`src/rtl/data_memory_reader.sv`:
```
// Sequential read master: walks an address range in data_memory and streams each word out.
// Latency: first o_valid 2 cycles after the start edge; 3 cycles per word with i_ready held high.
// Backpressure: o_valid/o_data hold until i_ready; no new read is issued until the handshake.
module data_memory_reader #(
    parameter int B = 16,
    parameter int W = 11
) (
    input  logic         clk,
    input  logic         reset,
    input  logic         i_start,
    input  logic [W-1:0] i_base_addr,
    input  logic [W:0]   i_count,
    output logic         o_Rd,
    output logic [W-1:0] o_Addr,
    input  logic [B-1:0] i_mem_data,
    output logic [B-1:0] o_data,
    output logic         o_valid,
    input  logic         i_ready,
    output logic         o_busy,
    output logic         o_done
);

    typedef enum logic [2:0] {
        S_IDLE = 3'd0,
        S_READ = 3'd1,
        S_WAIT = 3'd2,
        S_SEND = 3'd3,
        S_DONE = 3'd4
    } state_t;

    state_t         state_q, state_d;
    logic [W-1:0]   addr_q,  addr_d;
    logic [W:0]     rem_q,   rem_d;
    logic [B-1:0]   data_q,  data_d;

    // State register; reset abandons any word in flight without a done pulse.
    always_ff @(posedge clk or posedge reset) begin
        if (reset) begin
            state_q <= S_IDLE;
        end else begin
            state_q <= state_d;
        end
    end

    // Next-state logic: one READ/WAIT/SEND round per word, DONE once the counter is exhausted.
    always_comb begin
        state_d = state_q;
        unique case (state_q)
            S_IDLE: begin
                if (i_start) begin
                    state_d = (i_count == '0) ? S_DONE : S_READ;
                end
            end
            S_READ: state_d = S_WAIT;
            S_WAIT: state_d = S_SEND;
            S_SEND: begin
                if (i_ready) begin
                    state_d = (rem_q > (W+1)'(1)) ? S_READ : S_DONE;
                end
            end
            S_DONE: state_d = S_IDLE;
            default: state_d = S_IDLE;
        endcase
    end

    // Datapath registers: address, remaining-word counter and the output word.
    always_ff @(posedge clk or posedge reset) begin
        if (reset) begin
            addr_q <= '0;
            rem_q  <= '0;
            data_q <= '0;
        end else begin
            addr_q <= addr_d;
            rem_q  <= rem_d;
            data_q <= data_d;
        end
    end

    // Datapath next-state: latch the command in IDLE, capture memory data in WAIT,
    // advance on each handshake. The address is left alone after the last word so
    // o_Addr keeps showing the final address read.
    always_comb begin
        addr_d = addr_q;
        rem_d  = rem_q;
        data_d = data_q;
        unique case (state_q)
            S_IDLE: begin
                if (i_start) begin
                    addr_d = i_base_addr;
                    rem_d  = i_count;
                end
            end
            S_WAIT: data_d = i_mem_data;
            S_SEND: begin
                if (i_ready) begin
                    rem_d = rem_q - (W+1)'(1);
                    if (rem_q > (W+1)'(1)) begin
                        addr_d = addr_q + W'(1);
                    end
                end
            end
            default: ;
        endcase
    end

    // Outputs decode purely from registered state and datapath.
    always_comb begin
        o_Rd    = (state_q == S_READ);
        o_Addr  = addr_q;
        o_data  = data_q;
        o_valid = (state_q == S_SEND);
        o_busy  = (state_q != S_IDLE);
        o_done  = (state_q == S_DONE);
    end

endmodule

```
`config.mk`:
```
export PLATFORM = sky130hd
export DESIGN_NAME = data_memory_reader
export DESIGN_NICKNAME = d
export VERILOG_FILES = /design/src/rtl/data_memory_reader.sv
export SDC_FILE = /design/constraint.sdc
export NUM_CORES = 1
export LEC_CHECK = 0
export ABC_AREA = 1
export ABC_CLOCK_PERIOD_IN_PS = 2000
export BUFFER_PORTS_ARGS = -buffer_cell sky130_fd_sc_hd__buf_4
export CORE_ASPECT_RATIO = 2
export CORE_UTILIZATION = 50
export CTS_CLUSTER_SIZE = 40
export DETAILED_ROUTE_END_ITERATION = 8
export GPL_TIMING_DRIVEN = 0
export PLACE_DENSITY = 0.86
export SYNTH_ARGS = -nofsm -noshare
export SYNTH_HDL_FRONTEND = slang
export SYNTH_SLANG_ARGS = --single-unit
```
`constraint.sdc`:
```
create_clock -name clk -period 2 [get_ports clk]
set_clock_uncertainty 0.2 [all_clocks]
set_input_delay 0.4 -clock clk [delete_from_list [all_inputs] [get_ports clk]]
set_output_delay 0.4 -clock clk [all_outputs]
set_load 0.1 [all_outputs]
```
======== Yosys cells after proc, flatten, opt, wreduce, memory -nomap -nowiden ========
Cells that the tools add are included.
Widths: inputs -> output; s select.
word-level totals
  input port bits ......................... 43
  bits in registers ....................... 42
  logic and storage cells ................. 33
  output and inout bits ................... 31
operators by class
  reduce and logical (&&, ||, !) cells .... 7
  order comparisons ....................... 1
  equality and inequality tests ........... 7
  add/subtract/negate cells ............... 2
  multiplexer cells ....................... 12
operators with widths
  kind                   count
  $mux 11                3
  $mux 12                2
  $pmux 12 s2            1
  $pmux 11 s2            1
  $gt 12x1->1 const B    1
  $logic_not 12->1       1
  $mux 3                 4
  $pmux 3 s4             1
  $sub 12x1->12 const B  1
  $add 11x1->11 const B  1
  $eq 3x2->1 const B     2
  $ne 2x1->1 const B     2
  $reduce_and 4->1       1
  $eq 3x1->1 const B     1
  $eq 3x3->1 const B     1
  $logic_not 3->1        1
  $reduce_and 3->1       1
  $reduce_bool 3->1      1
  $ne 2x2->1 const B     1
  $reduce_and 2->1       1
  $reduce_bool 2->1      1

======== Depth between registers and ports, before layout ========
  depth in word-level cells ............... 4
  depth in mapped cells ................... 9
  depth with buffers taken out ............ 9

======== Worst setup path after synthesis ========
OpenSTA, ideal clock, no wires.
  path type ............................... reg2out
  start point ............................. register state_q[2]
  end point ............................... output o_done
  arrival time ............................ 2.548 ns
  stages on the path, launching flop included .. 3
  buffers on the path ..................... 0
  slack ................................... -1.148 ns
  cell sequence ........................... dfrtp_1 -> inv_1 -> nor3_1
between the ends
  cells in the longest elaborated chain, start to end .. 1
ends and longest elaborated chain
  item                    line  RTL
  from (decl)             31    state_t state_q, state_d;
  from (signal assigned)  41    state_q <= state_d;
  $eq 3x3->1              113   o_done = (state_q == S_DONE);
  to (decl)               20    output logic o_done
No other way between the ends.

======== Worst setup path after layout ========
  start point ............................. register state_q[1]
  end point ............................... output o_valid
between the ends
  cells in the longest elaborated chain, start to end .. 1
ends and longest elaborated chain
  item        line  RTL
  $eq 3x2->1  111   o_valid = (state_q == S_SEND);
  to (decl)   17    output logic o_valid,
No other way between the ends.

==> flow_results.org <==
** Status
- Status :: finished clean

** Layout
- The post-route netlist has 32.6% of its cells at a drive strength greater than 1.
- Compared with the post-synthesis result, the final layout area differs by 32.3%.
- Counting the fill cells in the layout gives 405.
- Post-layout instance area :: 3240 um2
- Number of diodes added for antenna fixing :: 0
- The top cell types in the final layout, fill and taps aside, are nand2_1, buf_4, nor2_1, dfrtp_1, nand3_1.
- NumNets Final :: 460
- Leading cell type in the layout, fill and taps excluded :: nand2_1
- The count of cells in the finished layout, fillers not included, comes to 469.

** Worst setup path
- The worst setup path is captured at an output pin.
- Critical Path Max Stage Delay :: 440 ps
- For the worst setup path, the data arrival time is 1340 ps.
- Setup slack on the worst reg-to-reg path comes out at 170 ps.
- Required time at the worst-slack endpoint :: 1400 ps
- Path type of the worst setup path :: reg -> out
- Capture point of the worst reg-to-reg path :: o_Addr[8]
- Critical Path Start Type :: flip-flop
- Along the worst path, the maximum fanout reaches 6.
- Family with the most delay on the worst path :: flip-flops
- FF-to-FF path depth :: 9
- Critical Path Slowest Stage Cell :: dfrtp_2
- Sum of buffers and inverters on the critical path :: 2
- Critical-path cell list :: nand2_1 -> nor2_4 -> buf_8 -> buf_12
- Worst r2r src :: rem_q[0]

** GRT
- Initial antenna violation count :: 0
- Vias in the first global route :: 2435
- The first global-routing pass estimated 10200 um of wire.
- Total congestion overflow after global routing :: 0
- Across every metal layer, demand over resource in global routing totals 25.8%.
- Entering global routing, the biggest net connects 43 pins.

** Floorplanning
- In this run the count of I/O pins placed on the die edge is 74.
- Die extent in y :: 101 um
- Area of the die :: 5200 um2
- Area of the core region :: 4640 um2
- In this run the horizontal extent of the chip is 51.5 um.
- Effective utilization at floorplan :: 52.8%
- Placement Rows :: 35

** Clocking
- Clock buffer depth :: 2
- The clock reaches the later pin of the worst-skew pair after 290 ps.
- TritonCTS sink count :: 42
- TritonCTS built the clock tree.
- The root buffer cell chosen for the clock tree is clkbuf_8.
- Clk pin slew, worst setup/hold paths :: 80 ps
- Number of H-tree levels :: 2
- Clock tree synthesis inserted a total of 5 buffers.

** Detailed routing
- Via-per-instance ratio :: 5.22
- After detailed routing, the average wire length per cell comes to 13.2 um.
- Across all layers, the routed design uses 2450 vias.
- Drt first pass iters :: 4
- Number of nets with antenna violations after detailed routing :: 0
- The first routing iteration left 73 violations.
- DRC :: 0
- For this block, the routed nets add up to 6180 um of wire.

** Place
- Prior to clock tree synthesis, the placed netlist has a worst setup slack of 67.1 ps.
- After legalization and detailed placement, the total HPWL measured 4640 um.
- Total placed cells including tap cells :: 458
- I/O Buffers :: 73
- Total cell area at the placement stage :: 3090 um2
- At the end of routability-driven placement, the weighted congestion stood at 0.898.

** STA
- Slew @ Worst Pin :: 909 ps
- Of the available clock period, the critical path in the final layout requires 97.0%.
- The number of hold violations in the final report was 0.
- Time the worst path needs with I/O delays and setup :: 1940 ps
- The count of final max-slew check failures came to 0.
- RSZ-0062 raised after global routing :: no
- Crit path setup slack, layout :: 60.7 ps
- The worst pin sits at a relative slew slack of 39.3%.
- In the final timing run, aggregate negative setup slack is 0 ps.
- Final setup violation count :: 0
- For this run, the top clock speed supported by timing is 0.516 GHz.

** Logic synthesis
- Yosys printed 0 warnings.
- Post-Synthesis Cell Area :: 2450 um2
- Number of distinct standard cells referenced by the synthesized netlist :: 26
- Synth Net Count :: 376
- The synthesized design devotes to its leading area cell type 42.9% of total area.
- Fraction of the yosys area taken by sequential cells :: 42.9%
- The largest total area in the synthesized netlist belongs to dfrtp_1.
- Ranking of synthesized cells by area :: dfrtp_1, nand2_1, mux2_2
- Synthesized instance count :: 330
- Register bit total from synthesis :: 42
- Syn avg cell area :: 7.43 um2

** Worst hold path
- Hold WC Path Type :: in -> async

** Run
- Max capacitance violation total :: 0
==> metrics by stage <==
step	hold slack [ps]	util [%]
4_1_cts	131	68.8
2_1_floorplan	243	-
3_5_place_dp	265	66.7
5_1_grt	126	69.8
6_report	108	69.8
3_3_place_gp	257	66.7
==> what timing repair did <==
| action | in CTS | in global routing |
|---|---|---|
| setup buffers | 0 | 4 |
| hold buffers | 0 | 0 |
| pin swaps | 0 | 2 |
| gates resized for setup | 7 | 6 |
| setup endpoints to repair | 1 | 13 |
==> how the worst max path moves through the flow <==
stage	from	endpoint	slack, ps	cells after the start
after global placement	reset	o_Addr[0]	-300	2
after CTS	state_q[2]	o_done	30	3
final	state_q[1]	o_valid	60	4
after global routing	state_q[1]	o_valid	5	4
after detailed placement	state_q[1]	o_valid	70	4
after floorplan	state_q[0]	o_Rd	-290	2
==> cell usage after synthesis <==
| master | instances |
|---|---|
| nand2_1 | 125 |
| dfrtp_1 | 42 |
| nor2_1 | 40 |
| nand3_1 | 27 |
| inv_1 | 22 |
| mux2_2 | 16 |
| o21ai_0 | 11 |
| buf_2 | 6 |
| a21oi_1 | 5 |
| or2_2 | 5 |
| nand3b_1 | 4 |
| ha_1 | 3 |
| nand2_2 | 3 |
| nor3_1 | 3 |
| o21ai_1 | 3 |
| buf_6 | 2 |
| nor2_4 | 2 |
| o211ai_1 | 2 |
| o21bai_1 | 2 |
| a21boi_0 | 1 |
| a31oi_1 | 1 |
| buf_4 | 1 |
| inv_2 | 1 |
| mux2i_1 | 1 |
| nand4_1 | 1 |
| o21ai_2 | 1 |
==> cells by family (layout without fill, tap and decap cells) <==
logic type | count (synthesis) | in the layout | synth area share (%)
fa+ha+maj | 3 | 3 | 1.53
simple gates | 210 | 210 | 35.8
compound gates | 26 | 26 | 6.02
flops | 42 | 42 | 42.9
mux | 17 | 17 | 7.76
buf+inv | 32 | 116 | 5.97
==> layer usage <==
| layer | wire, um | track usage, % | share of wire [%] |
|---|---|---|---|
| met1 | 2330 | 26.2 | 38 |
| met2 | 3430 | 48.2 | 55 |
| met3 | 243 | 3.77 | 3.9 |
| met4 | 176 | 13.5 | 2.8 |
| met5 | 0 | 0 | 0 |
==> sequential cells by signal, indices dropped and copies added (netlist names) <==
| name | count |
|---|---|
| o_data | 16 |
| state_q | 3 |
| rem_q | 12 |
| o_Addr | 11 |
==> layout make-up <==
type	instances	area, um2	area share (%)
clock inverter	1	7.51	0.232
sequential	42	1060	32.7
timing repair buffer	77	598	18.4
multi-input combinational	256	1280	39.4
inverter	23	86.3	2.66
tap	55	68.8	2.12
clock buffer	6	72.6	2.24
buffer	9	70.1	2.16
Power is left out: the tool's default activity adds up to more than one toggle a clock period on the data nets, which glitch-free logic cannot reach.
